--- config.mk ---
export PLATFORM = sky130hd
export DESIGN_NAME = vga_timing_receiver_flat
export DESIGN_NICKNAME = d
export VERILOG_FILES = /design/src/rtl/vga_timing_pkg.sv /design/src/rtl/vga_timing_receiver_if.sv /design/src/rtl/vga_sync_edge.sv /design/src/rtl/vga_timing_receiver.sv /design/src/flat_wrapper.sv
export SDC_FILE = /design/constraint.sdc
export NUM_CORES = 1
export LEC_CHECK = 0
export ABC_AREA = 1
export CAP_MARGIN = 20
export CORE_UTILIZATION = 35
export CTS_CLUSTER_SIZE = 28
export DETAILED_ROUTE_END_ITERATION = 8
export SLEW_MARGIN = 5
export SYNTH_ARGS = -nofsm -noshare
export SYNTH_HDL_FRONTEND = slang
export SYNTH_SLANG_ARGS = --single-unit
--- constraint.sdc ---
create_clock -name video_clk -period 2.45 [get_ports video_clk]
set_input_delay 0.49 -clock video_clk [delete_from_list [all_inputs] [get_ports video_clk]]
set_output_delay 0.49 -clock video_clk [all_outputs]
set_load 0.02 [all_outputs]
--- src/rtl/vga_timing_pkg.sv ---
// Raster constants for 640x480@72 shared with the VGA timing generator,
// plus the receiver FSM state encoding and a small counter helper.
package vga_timing_pkg;

    localparam int H_ACTIVE = 640;
    localparam int H_BACK   = 128;
    localparam int H_SYNC   = 40;
    localparam int H_TOTAL  = 832;
    localparam int V_ACTIVE = 480;
    localparam int V_BACK   = 28;
    localparam int V_TOTAL  = 520;

    // Receiver FSM encoding, kept as plain 2-bit constants.
    localparam logic [1:0] ST_SEARCH = 2'd0;
    localparam logic [1:0] ST_VERIFY = 2'd1;
    localparam logic [1:0] ST_LOCKED = 2'd2;

    localparam logic [9:0] CNT_MAX = 10'h3FF;

    // Increment that sticks at the top value instead of wrapping.
    function automatic logic [9:0] sat_inc10(input logic [9:0] v);
        return (v == CNT_MAX) ? v : v + 10'd1;
    endfunction

endpackage

--- src/rtl/vga_timing_receiver_if.sv ---
// Link-side and monitor-side signals of the VGA loopback receiver.
// There is no backpressure: the link is a free-running stream in which every
// video_clk edge carries one hsync/vsync/pixel_in sample (implicitly valid,
// never stalled), and every output is a registered per-clock value that the
// consumer must take on the clock it appears.
interface vga_timing_receiver_if;
    logic       hsync;
    logic       vsync;
    logic       pixel_in;
    logic       pixel_out;
    logic [9:0] x_pos;
    logic [9:0] y_pos;
    logic       active;
    logic       frame_start;
    logic       locked;
    logic [7:0] lock_loss_cnt;
    logic [1:0] fsm_state;

    // Drives the link (timing generator side), observes the receiver.
    modport master (
        output hsync, vsync, pixel_in,
        input  pixel_out, x_pos, y_pos, active, frame_start, locked,
               lock_loss_cnt, fsm_state
    );

    // The receiver itself.
    modport slave (
        input  hsync, vsync, pixel_in,
        output pixel_out, x_pos, y_pos, active, frame_start, locked,
               lock_loss_cnt, fsm_state
    );
endinterface

--- src/rtl/vga_sync_edge.sv ---
// Falling-edge detector for one active-low sync line.
module vga_sync_edge (
    input  logic video_clk,
    input  logic reset,
    input  logic sync_in,
    output logic fall
);
    logic sync_q;

    // Previous sample; resets to the inactive level so a sync that is already
    // low when reset is released is seen as an edge on the first clock.
    always_ff @(posedge video_clk) begin
        if (reset) sync_q <= 1'b1;
        else       sync_q <= sync_in;
    end

    assign fall = sync_q & ~sync_in;
endmodule

--- src/rtl/vga_timing_receiver.sv ---
// Recovers the raster position from hsync/vsync, verifies line and frame
// lengths, locks after LOCK_FRAMES good frames and emits the pixel with its
// coordinates two clocks after it was sampled.
module vga_timing_receiver #(
    parameter int H_ACTIVE    = vga_timing_pkg::H_ACTIVE,
    parameter int H_BACK      = vga_timing_pkg::H_BACK,
    parameter int H_SYNC      = vga_timing_pkg::H_SYNC,
    parameter int H_TOTAL     = vga_timing_pkg::H_TOTAL,
    parameter int V_ACTIVE    = vga_timing_pkg::V_ACTIVE,
    parameter int V_BACK      = vga_timing_pkg::V_BACK,
    parameter int V_TOTAL     = vga_timing_pkg::V_TOTAL,
    parameter int LOCK_FRAMES = 2
) (
    input  logic                   video_clk,
    input  logic                   reset,
    vga_timing_receiver_if.slave   bus
);
    import vga_timing_pkg::*;

    // Visible window in counter units; v_cnt is 0 on the vsync line itself.
    localparam logic [9:0] X_LO   = 10'(H_SYNC + H_BACK);
    localparam logic [9:0] X_HI   = 10'(H_SYNC + H_BACK + H_ACTIVE - 1);
    localparam logic [9:0] Y_LO   = 10'(V_BACK + 1);
    localparam logic [9:0] Y_HI   = 10'(V_BACK + V_ACTIVE);
    localparam logic [9:0] H_LAST = 10'(H_TOTAL - 1);
    localparam logic [9:0] V_LAST = 10'(V_TOTAL - 1);
    localparam logic [3:0] LOCK_N = 4'(LOCK_FRAMES);

    logic       hs_fall, vs_fall;
    logic [9:0] h_cnt, v_cnt, h_nxt, v_nxt;
    logic [1:0] state, state_nxt;
    logic [3:0] good_cnt, good_nxt;
    logic [7:0] loss_cnt;
    logic       frame_err, pix_d, loss_inc;
    logic       line_bad, frame_bad, h_stuck;
    logic       vis, act;
    logic [9:0] x_val, y_val;

    vga_sync_edge u_hs_edge (.video_clk(video_clk), .reset(reset), .sync_in(bus.hsync), .fall(hs_fall));
    vga_sync_edge u_vs_edge (.video_clk(video_clk), .reset(reset), .sync_in(bus.vsync), .fall(vs_fall));

    // Next counter values and the line/frame length verdicts for this edge.
    always_comb begin
        h_nxt     = hs_fall ? 10'd0 : sat_inc10(h_cnt);
        v_nxt     = vs_fall ? 10'd0 : (hs_fall ? sat_inc10(v_cnt) : v_cnt);
        h_stuck   = (h_nxt == CNT_MAX);
        line_bad  = hs_fall && (h_cnt != H_LAST);
        frame_bad = vs_fall && ((v_cnt != V_LAST) || frame_err || line_bad);
    end

    // Lock FSM: SEARCH waits for a vsync, VERIFY counts good frames, LOCKED
    // drops on the first bad line, bad frame or runaway line.
    always_comb begin
        state_nxt = state;
        good_nxt  = good_cnt;
        loss_inc  = 1'b0;
        case (state)
            ST_SEARCH: begin
                if (vs_fall) begin
                    state_nxt = ST_VERIFY;
                    good_nxt  = 4'd0;
                end
            end
            ST_VERIFY: begin
                if (h_stuck) begin
                    state_nxt = ST_SEARCH;
                end else if (vs_fall) begin
                    if (frame_bad) begin
                        good_nxt = 4'd0;
                    end else begin
                        good_nxt = good_cnt + 4'd1;
                        if (good_cnt + 4'd1 >= LOCK_N) state_nxt = ST_LOCKED;
                    end
                end
            end
            ST_LOCKED: begin
                if (h_stuck || line_bad || frame_bad) begin
                    state_nxt = ST_SEARCH;
                    loss_inc  = 1'b1;
                end
            end
            default: state_nxt = ST_SEARCH;
        endcase
    end

    // Sample stage: counters, FSM, sticky line error, loss counter, pixel delay.
    always_ff @(posedge video_clk) begin
        if (reset) begin
            h_cnt     <= 10'd0;
            v_cnt     <= 10'd0;
            state     <= ST_SEARCH;
            good_cnt  <= 4'd0;
            frame_err <= 1'b0;
            loss_cnt  <= 8'd0;
            pix_d     <= 1'b0;
        end else begin
            h_cnt    <= h_nxt;
            v_cnt    <= v_nxt;
            state    <= state_nxt;
            good_cnt <= good_nxt;
            pix_d    <= bus.pixel_in;
            if (vs_fall)       frame_err <= 1'b0;
            else if (line_bad) frame_err <= 1'b1;
            if (loss_inc && (loss_cnt != 8'hFF)) loss_cnt <= loss_cnt + 8'd1;
        end
    end

    // Decode position from the registered counters and state.
    always_comb begin
        vis   = (h_cnt >= X_LO) && (h_cnt <= X_HI) && (v_cnt >= Y_LO) && (v_cnt <= Y_HI);
        act   = vis && (state == ST_LOCKED);
        x_val = act ? (h_cnt - X_LO) : 10'd0;
        y_val = act ? (v_cnt - Y_LO) : 10'd0;
    end

    // Output stage: one register after the sample stage.
    always_ff @(posedge video_clk) begin
        if (reset) begin
            bus.pixel_out     <= 1'b0;
            bus.x_pos         <= 10'd0;
            bus.y_pos         <= 10'd0;
            bus.active        <= 1'b0;
            bus.frame_start   <= 1'b0;
            bus.locked        <= 1'b0;
            bus.lock_loss_cnt <= 8'd0;
        end else begin
            bus.pixel_out     <= act & pix_d;
            bus.x_pos         <= x_val;
            bus.y_pos         <= y_val;
            bus.active        <= act;
            bus.frame_start   <= act && (x_val == 10'd0) && (y_val == 10'd0);
            bus.locked        <= (state == ST_LOCKED);
            bus.lock_loss_cnt <= loss_cnt;
        end
    end

    assign bus.fsm_state = state;
endmodule

--- src/flat_wrapper.sv ---
// flat-port wrapper written by rule: the top's interface ports become plain ports
module vga_timing_receiver_flat import vga_timing_pkg::*;
#(
    parameter int H_ACTIVE    = vga_timing_pkg::H_ACTIVE,
    parameter int H_BACK      = vga_timing_pkg::H_BACK,
    parameter int H_SYNC      = vga_timing_pkg::H_SYNC,
    parameter int H_TOTAL     = vga_timing_pkg::H_TOTAL,
    parameter int V_ACTIVE    = vga_timing_pkg::V_ACTIVE,
    parameter int V_BACK      = vga_timing_pkg::V_BACK,
    parameter int V_TOTAL     = vga_timing_pkg::V_TOTAL,
    parameter int LOCK_FRAMES = 2
)
  (video_clk, reset, bus_hsync, bus_vsync, bus_pixel_in, bus_pixel_out, bus_x_pos, bus_y_pos, bus_active, bus_frame_start, bus_locked, bus_lock_loss_cnt, bus_fsm_state);
  vga_timing_receiver_if bus_i ();
  input  logic video_clk;
  input  logic reset;
  input wire logic [$bits(bus_i.hsync)-1:0] bus_hsync;
  input wire logic [$bits(bus_i.vsync)-1:0] bus_vsync;
  input wire logic [$bits(bus_i.pixel_in)-1:0] bus_pixel_in;
  output wire logic [$bits(bus_i.pixel_out)-1:0] bus_pixel_out;
  output wire logic [$bits(bus_i.x_pos)-1:0] bus_x_pos;
  output wire logic [$bits(bus_i.y_pos)-1:0] bus_y_pos;
  output wire logic [$bits(bus_i.active)-1:0] bus_active;
  output wire logic [$bits(bus_i.frame_start)-1:0] bus_frame_start;
  output wire logic [$bits(bus_i.locked)-1:0] bus_locked;
  output wire logic [$bits(bus_i.lock_loss_cnt)-1:0] bus_lock_loss_cnt;
  output wire logic [$bits(bus_i.fsm_state)-1:0] bus_fsm_state;
  assign bus_i.hsync = bus_hsync;
  assign bus_i.vsync = bus_vsync;
  assign bus_i.pixel_in = bus_pixel_in;
  assign bus_pixel_out = bus_i.pixel_out;
  assign bus_x_pos = bus_i.x_pos;
  assign bus_y_pos = bus_i.y_pos;
  assign bus_active = bus_i.active;
  assign bus_frame_start = bus_i.frame_start;
  assign bus_locked = bus_i.locked;
  assign bus_lock_loss_cnt = bus_i.lock_loss_cnt;
  assign bus_fsm_state = bus_i.fsm_state;
  vga_timing_receiver #(.H_ACTIVE(H_ACTIVE), .H_BACK(H_BACK), .H_SYNC(H_SYNC), .H_TOTAL(H_TOTAL), .V_ACTIVE(V_ACTIVE), .V_BACK(V_BACK), .V_TOTAL(V_TOTAL), .LOCK_FRAMES(LOCK_FRAMES)) u_core (.video_clk(video_clk), .reset(reset), .bus(bus_i));
endmodule
==> results of run 1 <==
state kept, by name, summed over array words and instances (netlist names), 2 cells and up:
name                      cells
u_core.h_cnt                 10
u_core.loss_cnt               8
u_core.v_cnt                 10
u_core.bus.y_pos             10
u_core.bus.fsm_state          2
u_core.bus.x_pos             10
u_core.good_cnt               4
u_core.bus.lock_loss_cnt      8
layout make-up:
| class | count | area share [%] |
|---|---|---|
| multi-input cells | 303 | 39.5 |
| inverters | 71 | 6.49 |
| repair buffers | 46 | 10.7 |
| clock buffers | 10 | 3.11 |
| flip-flops and latches | 70 | 34.1 |
| clock inverters | 6 | 2.10 |
| well taps | 129 | 3.93 |
stage by stage:
stage	hold slack (ns)	util, %	power [mW]	cell area, um2
floorplan	0.402	-	1.30	3340
global placement	0.415	42.0	1.34	3880
detailed placement	0.422	42.0	1.34	3880
CTS	0.431	44.3	2.35	4100
global route	0.466	44.4	2.43	4110
finish	0.428	44.4	2.33	4110
timing repair:
action	in CTS	in global routing
gates resized for setup	0	3
setup endpoints to repair	0	11
endpoints found under the hold margin	0	0
per-layer routing:
| layer | wire length, um | track usage (%) |
|---|---|---|
| met1 | 3570 | 20.6 |
| met2 | 3250 | 23.7 |
| met3 | 220 | 3.79 |
| met4 | 131 | 6.22 |
| met5 | 0 | 0 |
cells in the final DEF (no fill, tap or decap), types with 11 or more instances in the layout:
cell	netlist	layout
nand3_1	37	37
ha_1	11	11
clkdlybuf4s50_1	0	38
nand2_1	77	77
nor2_1	72	72
xor2_1	18	18
dfxtp_1	70	70
a21oi_1	29	29
inv_1	69	69
o21ai_0	16	15
worst max path at each step:
stage,from,to,cells past startpoint
after CTS,u_core.h_cnt[1],u_core.good_cnt[1],10
after global placement,bus_hsync,u_core.loss_cnt[6],13
after floorplan,u_core.h_cnt[0],u_core.loss_cnt[6],15
after global routing,u_core.h_cnt[1],u_core.loss_cnt[2],14
after detailed placement,bus_hsync,u_core.loss_cnt[2],13
final,u_core.h_cnt[1],u_core.good_cnt[1],10
worst register-to-register path, cell delays in order, from the launching register on:
cell and delay (ns):
dfxtp_1 0.38, ha_1 0.24, nand2_2 0.09, nor2_4 0.12
nand3_4 0.18, o21ai_0 0.19, nand3_1 0.19, nor2_4 0.16
nand4_2 0.25, a21oi_1 0.22, nor2_1 0.06
cell families after synthesis:
| family | count (synthesis) | synth area share [%] |
|---|---|---|
| AOI/OAI and AO/OA | 54 | 8.99 |
| and+or+nand+nor | 218 | 29.9 |
| xor gates and xnor gates | 20 | 5.24 |
| adders and majority gates | 11 | 4.12 |
| DFF | 70 | 41.9 |
| buffers and inverters | 80 | 9.85 |
power by group:
group | internal [mW] | switching (mW) | leakage, nW
clock network | 0.571 | 0.441 | 0.106
logic | 0.0551 | 0.0949 | 1.08
registers | 1.15 | 0.0152 | 0.566
==> results.txt, run 1 <==
Avg Synthesized Cell Area: 7.38 um2
MaxCap Viol Count: 0
vias in the first global route: 2676
FF-to-FF setup slack: 0.28 ns
top-area cell type share of the netlist area: 41.9%
crit path kind: reg2reg
drt drc: 0
Distinct cells, synth: 34
Seq. cell area: 1400 um2
sequential share of the synthesized area: 41.9%
GP Congestion: 0.902
Reg clk slew, reported paths: 0.07 ns
Rows: 35
core footprint: 9240 um2
setup TNS: 0 ns
CTS buffer count: 9
FMAX: 461 MHz
Inserted Diodes: 0
Hold EP: u_core.bus.pixel_out
Slew @ Worst Pin: 0.522 ns
clk root buf: clkbuf_8
status: completed
Seq cells post-synth: 70
Area Growth Syn to Fin: 22.9%
Ports: 39
H-tree depth: 3
Crit-path slowest cell: dfxtp_1
placed cell count: 619
HP Start: u_core.pix_d
Starting Density: 36.2%
Buf+Inv Stages, Crit Path: 0
worst setup margin: 0.279 ns
IO buf count: 38
via count: 2902
Final Non-Filler Cells: 635
full die area: 9940 um2
Post-CTS Hold Buffers: 0
leakage dissipation: 1.76 nW
CTS max path bufs: 2
WL/cell: 11.3 um
Synth Flop Type: dfxtp_1
CTS tree: done
final hold vios: 0
r2r endpoint: u_core.good_cnt[1]
postcts setup bufs: 0
Nets: 517
Slew Limit Fails: 0
most numerous cell on the critical path: nor2_4
Commonest cells post-synth: nand2_1, nor2_1, dfxtp_1, inv_1, nand3_1
syn nets: 469
1st-pass router iterations: 4
CP Cell Sequence: ha_1, nand2_2, nor2_4, nand3_4, o21ai_0, nand3_1, nor2_4, nand4_2, a21oi_1, nor2_1
area of the multi-input gates: 1620 um2
WHS Path Cells: 2
RSZ-0062 raised after global routing: false
Ys Warns: 0
area leader, netlist: dfxtp_1
VDD IR max: 0.281 mV
drt total wl: 7170 um
Mapped Area: 3340 um2
crit-path max cell delay: 0.38 ns
later-pin clock latency in the skew report: 0.35 ns
dominant cells by area after synthesis: dfxtp_1, nand2_1, nor2_1, inv_1, nand3_1
r2r worst-path depth: 10
ys async rst share: 0%
first-pass GRT wire length: 12100 um
fillcell total: 950
pre-CTS setup slack: 0.0794 ns
GRT Total Usage: 15.4%
CP arrival: 2.42 ns
largest net degree at the start of global routing: 26
CTS Sinks: 70
layout cells sized above 1: 8.50%
startpoint types: flip-flop
Hold WC Path Type: reg2reg
total grt overflow: 0
Final ANT Viol Nets: 0
Tmin final: 2.17 ns
cells after synthesis: 453
fin crit share: 88.6%
width of the die: 99.7 um
via/cell ratio: 4.57
chip height: 99.7 um
final setup fails: 0
initial antenna violation count: 0
Layout Skew: 0.0101 ns
worst r2r src: u_core.h_cnt[1]
count leader, synth: nand2_1
Pwr Density: 568 nW/um2
crit end category: flip-flop
family with the most delay on the worst path: simple AND/OR/NAND/NOR gates
Max FO, Critical Path: 12
Worst Path Required: 2.70 ns
hpwl dp: 5430 um
initial drt markers: 152
Post-synth EDFFs: 0
Rel. slew slack: 65.1%
(Power assumes the default switching activity.)
==> run 2: changes to the inputs <==
Settings changed: DONT_BUFFER_PORTS set to 1.
==> results.txt, run 2 (synthesis results as in run 1) <==
status: completed (unchanged)
RSZ-0062 raised after global routing: false (unchanged)
Final Power: 2.54 mW (was 2.33 mW)
H-tree depth: 3 (unchanged)
final setup fails: 0 (unchanged)
1st-pass router iterations: 4 (unchanged)
Crit-path slowest cell: dfxtp_1 (unchanged)
CTS max path bufs: 2 (unchanged)
Post-DP Area: 3460 um2 (was 3880 um2)
Max FO, Critical Path: 12 (unchanged)
post-layout util: 40.4% (was 44.4%)
hpwl dp: 5140 um (was 5430 um)
Area Growth Syn to Fin: 11.8% (was 22.9%)
Layout Skew: 0.0122 ns (was 0.0101 ns)
largest net degree at the start of global routing: 32 (was 26)
Ports: 39 (unchanged)
vias in the first global route: 2614 (was 2676)
GP Congestion: 0.898 (was 0.902)
later-pin clock latency in the skew report: 0.36 ns (was 0.35 ns)
clk root buf: clkbuf_8 (unchanged)
Pwr Density: 679 nW/um2 (was 568 nW/um2)
Starting Density: 36.2% (unchanged)
GRT Total Usage: 15.2% (was 15.4%)
startpoint types: flip-flop (unchanged)
most frequent cells in the layout: nand2_1, nor2_1, dfxtp_1 (unchanged)
first-pass GRT wire length: 11800 um (was 12100 um)
postcts setup bufs: 0 (unchanged)
Final ANT Viol Nets: 0 (unchanged)
chip height: 99.7 um (unchanged)
total grt overflow: 0 (unchanged)
Slew Limit Fails: 0 (unchanged)
CP arrival: 2.49 ns (was 2.42 ns)
CTS tree: done (unchanged)
VDD IR max: 0.225 mV (was 0.281 mV)
pre-CTS setup slack: 0.169 ns (was 0.0794 ns)
initial antenna violation count: 0 (unchanged)
commonest non-fill, non-tap cell in the layout: nand2_1 (unchanged)
initial drt markers: 132 (was 152)
Inserted Diodes: 0 (unchanged)
Hold WC Path Type: in2reg (was reg2reg)
CTS buffer count: 9 (unchanged)
final hold vios: 0 (unchanged)
width of the die: 99.7 um (unchanged)
fillcell total: 938 (was 950)
Buf+Inv Stages, Crit Path: 0 (unchanged)
FMAX: 446 MHz (was 461 MHz)
Worst Path Required: 2.70 ns (about the same)
Tmin final: 2.24 ns (was 2.17 ns)
crit path kind: reg2reg (unchanged)
full die area: 9940 um2 (unchanged)
crit end category: flip-flop (unchanged)
leakage dissipation: 1.62 nW (was 1.76 nW)
worst setup margin: 0.210 ns (was 0.279 ns)
Post-CTS Hold Buffers: 0 (unchanged)
Rel. slew slack: 66.1% (was 65.1%)
drt total wl: 6910 um (was 7170 um)
most numerous cell on the critical path: nor2_4 (unchanged)
post-CTS resize count: 0 (unchanged)
drt drc: 0 (unchanged)
via/cell ratio: 4.67 (was 4.57)
IO buf count: 0 (was 38)
Hold Worst Slack: 0.206 ns (was 0.428 ns)
Rows: 35 (unchanged)
placed cell count: 575 (was 619)
Slew @ Worst Pin: 0.506 ns (was 0.522 ns)
Nets: 473 (was 517)
Reg clk slew, reported paths: 0.08 ns (was 0.07 ns)
crit-path max cell delay: 0.48 ns (was 0.38 ns)
CTS Sinks: 70 (unchanged)
setup TNS: 0 ns (unchanged)
family with the most delay on the worst path: simple AND/OR/NAND/NOR gates (unchanged)
fin crit share: 91.4% (was 88.6%)
WL/cell: 11.7 um (was 11.3 um)
layout cells sized above 1: 8.23% (was 8.50%)
via count: 2759 (was 2902)
Final Non-Filler Cells: 591 (was 635)
MaxCap Viol Count: 0 (unchanged)
Final Instance Area: 3740 um2 (was 4110 um2)
core footprint: 9240 um2 (unchanged)
CP Cell Sequence: ha_1, nand2_2, nor2_4, nand3_4, o21ai_0, nand3_1, nor2_4, nand4_2, a21oi_1, nor2_1 (unchanged)
run 2: changes by cell type in the layout (fill, tap and decap cells not counted):
cell / delta
buf_4: -6
bufinv_16: +2
clkbuf_1: -1
clkdlybuf4s50_1: -38
clkinv_2: -2
inv_6: +1
o21ai_0: +1
o21ai_1: -1
run 2: power by group:
part	internal, mW	leakage (nW)	switching [mW]
clock	0.784	0.130	0.459
combinational	0.0405	0.923	0.0777
sequential	1.15	0.566	0.0212
run 2: cell type report:
| type | instances | area (um2) | area share [%] |
|---|---|---|---|
| multi-input combinational | 303 | 1620 | 43.4 |
| sequential | 70 | 1400 | 37.5 |
| inverter | 71 | 267 | 7.13 |
| tap | 129 | 161 | 4.32 |
| clock inverter | 7 | 145 | 3.88 |
| clock buffer | 9 | 124 | 3.32 |
| timing repair buffer | 2 | 15.0 | 0.402 |
run 2: final timing paths:
check	end	start	cells past startpoint	slack, ns
worst max register to register	u_core.good_cnt[2]	u_core.h_cnt[0]	10	0.21
worst min-delay path	u_core.bus.fsm_state[0]	reset	1	0.21
worst min register to register	u_core.bus.pixel_out	u_core.pix_d	2	0.43
worst max-delay path	u_core.good_cnt[2]	u_core.h_cnt[0]	10	0.21
run 2: routing by layer:
metal	vias to the layer above	part of all wire [%]	GRT usage, %
met5	-	0	0
met4	0	2.7	7.81
met3	13	5.0	4.99
met2	63	45	23.1
met1	1253	48	19.2
li1	1430	-	-
run 2: worst reg2reg max path, delay by kind of cell, from the launching register on:
family	cells	cell delay (ns)
and+or+nand+nor	7	1.02
DFF	1	0.48
adders and majority gates	1	0.28
AOI/OAI and AO/OA	2	0.37
